**src/rtl/wb_decoder_n.sv**
```systemverilog
// Wishbone single-master, N-slave address decoder with registered slave select and bus-error response.
// Define WB_DECODER_TIMEOUT_EN to turn a hung slave into a bus error after TIMEOUT cycles.
module wb_decoder_n #(
    parameter int                      NSLAVES    = 4,
    parameter int                      AW         = 32,
    parameter int                      DW         = 32,
    parameter logic [NSLAVES*AW-1:0]   SLAVE_BASE = {32'h8000_0000, 32'h4000_0000, 32'h0001_0000, 32'h0000_0000},
    parameter logic [NSLAVES*AW-1:0]   SLAVE_MASK = {32'hFF00_0000, 32'hC000_0000, 32'hFFFF_0000, 32'hFFFF_0000},
    parameter int                      TIMEOUT    = 255
) (
    input  logic                  i_clk,
    input  logic                  i_rst,
    input  logic                  i_wb_cyc,
    input  logic                  i_wb_stb,
    input  logic                  i_wb_we,
    input  logic [AW-1:0]         i_wb_addr,
    input  logic [DW-1:0]         i_wb_data,
    input  logic [DW/8-1:0]       i_wb_sel,
    output logic                  o_wb_stall,
    output logic                  o_wb_ack,
    output logic                  o_wb_err,
    output logic [DW-1:0]         o_wb_data,
    output logic [NSLAVES-1:0]    o_s_cyc,
    output logic [NSLAVES-1:0]    o_s_stb,
    output logic                  o_s_we,
    output logic [AW-1:0]         o_s_addr,
    output logic [DW-1:0]         o_s_data,
    output logic [DW/8-1:0]       o_s_sel,
    input  logic [NSLAVES-1:0]    i_s_stall,
    input  logic [NSLAVES-1:0]    i_s_ack,
    input  logic [NSLAVES*DW-1:0] i_s_data,
    output logic                  o_busy,
    output logic [3:0]            o_sel_idx
);

    typedef enum logic [1:0] {ST_IDLE, ST_REQ, ST_WAIT, ST_ERR} state_t;

    state_t           state_q, state_d;
    logic [3:0]       idx_q, idx_d;
    logic [AW-1:0]    addr_q, addr_d;
    logic [DW-1:0]    data_q, data_d;
    logic [DW/8-1:0]  sel_q, sel_d;
    logic             we_q, we_d;

    logic             hit_s;
    logic [3:0]       hit_idx_s;
    logic             g_stall_s, g_ack_s, ack_ok_s, busy_s, timeout_s;
    logic [DW-1:0]    g_data_s;

    // Address decode; scanning downwards lets the lowest matching slot win.
    always_comb begin
        hit_s     = 1'b0;
        hit_idx_s = 4'd0;
        for (int i = NSLAVES - 1; i >= 0; i--) begin
            hit_idx_s = ((i_wb_addr & SLAVE_MASK[i*AW +: AW]) == SLAVE_BASE[i*AW +: AW]) ? 4'(i) : hit_idx_s;
            hit_s     = hit_s | ((i_wb_addr & SLAVE_MASK[i*AW +: AW]) == SLAVE_BASE[i*AW +: AW]);
        end
    end

    // Mux the granted slave's stall/ack/data; other slaves are invisible to the master.
    always_comb begin
        g_stall_s = 1'b0;
        g_ack_s   = 1'b0;
        g_data_s  = '0;
        for (int i = 0; i < NSLAVES; i++) begin
            g_stall_s = g_stall_s | (i_s_stall[i] & (idx_q == 4'(i)));
            g_ack_s   = g_ack_s   | (i_s_ack[i]   & (idx_q == 4'(i)));
            g_data_s  = g_data_s  | (i_s_data[i*DW +: DW] & {DW{idx_q == 4'(i)}});
        end
    end

    assign busy_s   = (state_q == ST_REQ) || (state_q == ST_WAIT);
    // A master abort (cyc low) suppresses any ack arriving in the same cycle.
    assign ack_ok_s = i_wb_cyc && g_ack_s &&
                      ((state_q == ST_WAIT) || ((state_q == ST_REQ) && !g_stall_s));

`ifdef WB_DECODER_TIMEOUT_EN
    localparam int CW = $clog2(TIMEOUT + 1);
    logic [CW-1:0] cnt_q, cnt_d;

    // Counter is zero in IDLE, so it starts from zero on every REQ entry.
    always_comb begin
        cnt_d = busy_s ? cnt_q + CW'(1) : '0;
    end
    assign timeout_s = (cnt_q == CW'(TIMEOUT - 1));
`else
    logic unused_timeout_s;
    assign unused_timeout_s = (TIMEOUT > 1);
    assign timeout_s        = 1'b0;
`endif

    // Next-state and request latch logic.
    always_comb begin
        state_d = state_q;
        idx_d   = idx_q;
        addr_d  = addr_q;
        data_d  = data_q;
        sel_d   = sel_q;
        we_d    = we_q;
        case (state_q)
            ST_IDLE: begin
                if (i_wb_cyc && i_wb_stb) begin
                    addr_d  = i_wb_addr;
                    data_d  = i_wb_data;
                    sel_d   = i_wb_sel;
                    we_d    = i_wb_we;
                    idx_d   = hit_s ? hit_idx_s : 4'd0;
                    state_d = hit_s ? ST_REQ : ST_ERR;
                end else begin
                    state_d = ST_IDLE;
                end
            end
            ST_REQ: begin
                if (!i_wb_cyc || ack_ok_s) begin
                    state_d = ST_IDLE;
                end else if (timeout_s) begin
                    state_d = ST_ERR;
                end else if (!g_stall_s) begin
                    state_d = ST_WAIT;
                end else begin
                    state_d = ST_REQ;
                end
            end
            ST_WAIT: begin
                if (!i_wb_cyc || ack_ok_s) begin
                    state_d = ST_IDLE;
                end else if (timeout_s) begin
                    state_d = ST_ERR;
                end else begin
                    state_d = ST_WAIT;
                end
            end
            ST_ERR:  state_d = ST_IDLE;
            default: state_d = ST_IDLE;
        endcase
    end

    // State and latched-request registers with synchronous reset.
    always_ff @(posedge i_clk) begin
        if (i_rst) begin
            state_q <= ST_IDLE;
            idx_q   <= 4'd0;
            addr_q  <= '0;
            data_q  <= '0;
            sel_q   <= '0;
            we_q    <= 1'b0;
`ifdef WB_DECODER_TIMEOUT_EN
            cnt_q   <= '0;
`endif
        end else begin
            state_q <= state_d;
            idx_q   <= idx_d;
            addr_q  <= addr_d;
            data_q  <= data_d;
            sel_q   <= sel_d;
            we_q    <= we_d;
`ifdef WB_DECODER_TIMEOUT_EN
            cnt_q   <= cnt_d;
`endif
        end
    end

    // Slave-side strobes decoded purely from registered state.
    always_comb begin
        o_s_cyc = '0;
        o_s_stb = '0;
        for (int i = 0; i < NSLAVES; i++) begin
            o_s_cyc[i] = busy_s && (idx_q == 4'(i));
            o_s_stb[i] = (state_q == ST_REQ) && (idx_q == 4'(i));
        end
    end

    assign o_wb_ack   = ack_ok_s;
    assign o_wb_data  = ack_ok_s ? g_data_s : '0;
    assign o_wb_err   = (state_q == ST_ERR);
    assign o_wb_stall = (state_q != ST_IDLE);
    assign o_busy     = (state_q != ST_IDLE);
    assign o_sel_idx  = idx_q;
    assign o_s_we     = we_q;
    assign o_s_addr   = addr_q;
    assign o_s_data   = data_q;
    assign o_s_sel    = sel_q;

endmodule

```
**config.mk**
```make
export PLATFORM = sky130hd
export DESIGN_NAME = wb_decoder_n
export DESIGN_NICKNAME = d
export VERILOG_FILES = /design/src/rtl/wb_decoder_n.sv
export SDC_FILE = /design/constraint.sdc
export NUM_CORES = 1
export LEC_CHECK = 0
export BUFFER_PORTS_ARGS = -buffer_cell sky130_fd_sc_hd__buf_4
export CAP_MARGIN = 20
export CORE_AREA = 2 2 125 127
export DETAILED_ROUTE_END_ITERATION = 7
export DIE_AREA = 0 0 127 129
export SYNTH_ARGS = -nofsm -noshare
export SYNTH_HDL_FRONTEND = slang
export SYNTH_SLANG_ARGS = --single-unit
```
**constraint.sdc**
```tcl
create_clock -name i_clk -period 3.3 [get_ports i_clk]
set_input_delay 0.33 -clock i_clk [delete_from_list [all_inputs] [get_ports i_clk]]
set_output_delay 0.33 -clock i_clk [all_outputs]
set_load 0.01 [all_outputs]
```
==> run_results.csv <==
group,metric,value,unit
cts,cts_buffers,9,
cts,clock-root-buffer,"clkbuf_16",
routing,detail_route.iter0.violations,180,
die,design.core.area,15000,um2
logic_synthesis,dominant_register_cell_in_the_synthesized_netlist,"dfxtp_1",
critical_path,crit_arrival,2.40,ns
critical_path,r2r_start,"state_q[0]$_SDFF_PP0_",
routing,wirelength,16500,um
timing,timing.fmax,367,MHz
grt,grt_start_max_net_pins,75,
critical_path,criticalPathCategory,"reg2out",
cts,clock_tree.htree_level_count,3,
routing,route.vias.total,4334,
logic_synthesis,post_synth_inst_count,430,
timing,hold_viol,0,
routing,routed_vias_inst,4.68,
grt,antenna_violations_before_repair,2,
die,effective_utilization_at_floorplan,0.258,
die,die_height,129,um
logic_synthesis,synth-edff-count,0,
routing,dr.pass1.iters,4,
cts,cts_repair_resized_insts,0,
cells_and_area,num-nets-final,946,
power,power.leakage,3.08,nW
power,irDropWorstVdd,0.000221,V
timing,setup_viol,0,
cts,postCtsHoldBufs,0,
grt,grt_pass1_vias,4258,
cells_and_area,fill_count,1474,
timing,relSlewSlack,0.436,
placement,gp_congestion,0.933,
timing,post-route-min-period,2.73,ns
logic_synthesis,synthArstFlopShare,0,
min_path,worstHoldPathType,"in2reg",
job,maxCapViolations,0,
timing,timing.clock.skew,0.00736,ns
cells_and_area,commonest_cells_after_routing_fill_and_taps_aside,"buf_4 (329), nand2_1 (142), a21oi_1 (71), dfxtp_1 (71), mux4_2 (32)",
grt,grt_first_pass_wirelength,23500,um
die,io_pins,326,
timing,tns,0,ns
cts,clock_latency,0.33,ns
logic_synthesis,post_synth_main_area_contributors,"dfxtp_1 (38%), mux4_2 (19%), nand2_1 (14%), a21oi_1 (9.2%), and2_4 (6.6%)",
logic_synthesis,post_synthesis_sequential_area_ratio,0.378,
cells_and_area,final_common_cell,"buf_4",
critical_path,setup.worst_path.start,"state_q[1]$_SDFF_PP0_",
cts,clock_tree_from_tritoncts,"built",
logic_synthesis,yosys_warnings,0,
status,run_status,"completed",
critical_path,worst_setup_path_start_kind,"register",
cts,cts_setup_buffers,0,
die,die_x,127,um
routing,detail-route-antenna-nets,0,
timing,slew_viol_final,0,
cells_and_area,area_added_between_synthesis_and_finish,74.0,%
critical_path,worstSetupEndpointType,"primary output",
timing,rsz0062_at_grt,"no",
critical_path,required,2.97,ns
routing,post-route-drc-count,0,
logic_synthesis,synth.ff_latch_count,73,
routing,wl_per_cell,17.8,um
grt,grt_overflow_total,0,
placement,post-dp-hpwl,13200,um
cts,cts.reportedPaths.clkPinSlew,0.05,ns
timing,transition_at_the_pin_with_the_smallest_max_transition_slack,0.843,ns
placement,port-buffer-count,323,
logic_synthesis,yosysUniqueCellTypes,34,
logic_synthesis,synthesis.area_per_instance,9.00,um2
logic_synthesis,synth_area,3870,um2
timing,fin_crit_sh,0.826,
die,design.die.area,16400,um2
critical_path,max_fo_critical_path,34,
cts,clk_path_buf_depth,2,
cells_and_area,design_area,6740,um2
placement,place_area,6390,um2
power,power_density,384,nW/um2
min_path,min_from,"i_wb_addr[6]",
logic_synthesis,synth_top_cell_area_share,0.378,
die,std_cell_rows,45,
logic_synthesis,netlist.top_cell.by_area,"dfxtp_1",
cts,clock_sinks,73,
cells_and_area,post_route_cells_drive_above_1_share,0.560,
grt,global_routing_usage_summed_across_all_routing_layers,0.190,
## where the power goes
part           internal, mW  total [mW]  switching [mW]
sequential            0.924       0.951          0.0270
clock                 0.754        1.12           0.365
combinational         0.301       0.512           0.212
## flip-flops by register name (all words and copies together) (netlist names)
| name | flops |
|---|---|
| o_s_addr | 32 |
| o_s_data | 32 |
| o_s_sel | 4 |
| o_s_we | 1 |
| o_sel_idx | 2 |
| state_q | 2 |
## metal layers
metal	vias to the layer above	track usage	wire, um
met2	194	0.339	8620
met4	0	0.0879	465
li1	2074	-	-
met5	-	0	0
met1	2043	0.209	6050
met3	23	0.0541	1370
## cell usage after synthesis (2+ instances only)
cell type	instances
a21oi_1	71
a31oi_1	2
and2_1	5
and2_4	29
and3_1	3
buf_2	6
buf_4	3
buf_6	4
clkbuf_1	24
dfxtp_1	73
ha_1	4
inv_1	3
mux2i_1	3
mux4_2	32
nand2_1	142
nor2_1	2
nor2b_1	4
nor3_1	3
nor4_1	2
## stage by stage
stage / cells / util / hold slack [ns] / power [mW] / setup WS, ns
after global placement: 910 / 0.427 / 0.443 / 1.48 / 1.04
after floorplan: 431 / - / 0.431 / 1.16 / 1.46
after detailed placement: 910 / 0.427 / 0.447 / 1.49 / 0.905
after global routing: 927 / 0.450 / 0.240 / 2.70 / 0.373
final: 927 / 0.450 / 0.245 / 2.58 / 0.573
after CTS: 925 / 0.449 / 0.227 / 2.62 / 0.538
## final cells by class
class	instances	area [um2]	share of cell area
timing repair buffer	329	2470	0.367
multi-input combinational	317	2210	0.328
sequential	73	1460	0.217
clock buffer	10	239	0.0355
tap	188	235	0.0349
clock inverter	5	104	0.0154
inverter	3	11.3	0.00167
antenna	2	5.00	0.000743
## critical path, stage by stage, from the launching register on
cell and delay [ns]:
dfxtp_1 0.33, inv_1 0.08, ha_1 0.19, nor2b_1 0.25, a221oi_2 0.13, nor2_4 0.69
and2_4 0.28, buf_4 0.12
## logic make-up after synthesis
group / after synthesis / share of synthesized area
buffers and inverters: 41 / 0.0546
multiplexers: 36 / 0.201
flip-flops: 73 / 0.378
other: 1 / 0.000969
AND/OR/NAND/NOR: 196 / 0.243
AO/OA/AOI/OAI: 79 / 0.110
adder cells (fa/ha/maj): 4 / 0.0129
## path summary, 6_finish.rpt
kind	endpoint	slack, ns	cells past startpoint
worst max-delay path	o_wb_data[3]	0.57	7
worst min-delay path	o_s_addr[6]$_SDFFE_PP0P_	0.25	3
worst max register to register	o_s_sel[2]$_SDFFE_PP0P_	1.26	6
worst min register to register	o_s_addr[16]$_SDFFE_PP0P_	0.45	2
Power figures use the tool's default switching activity.
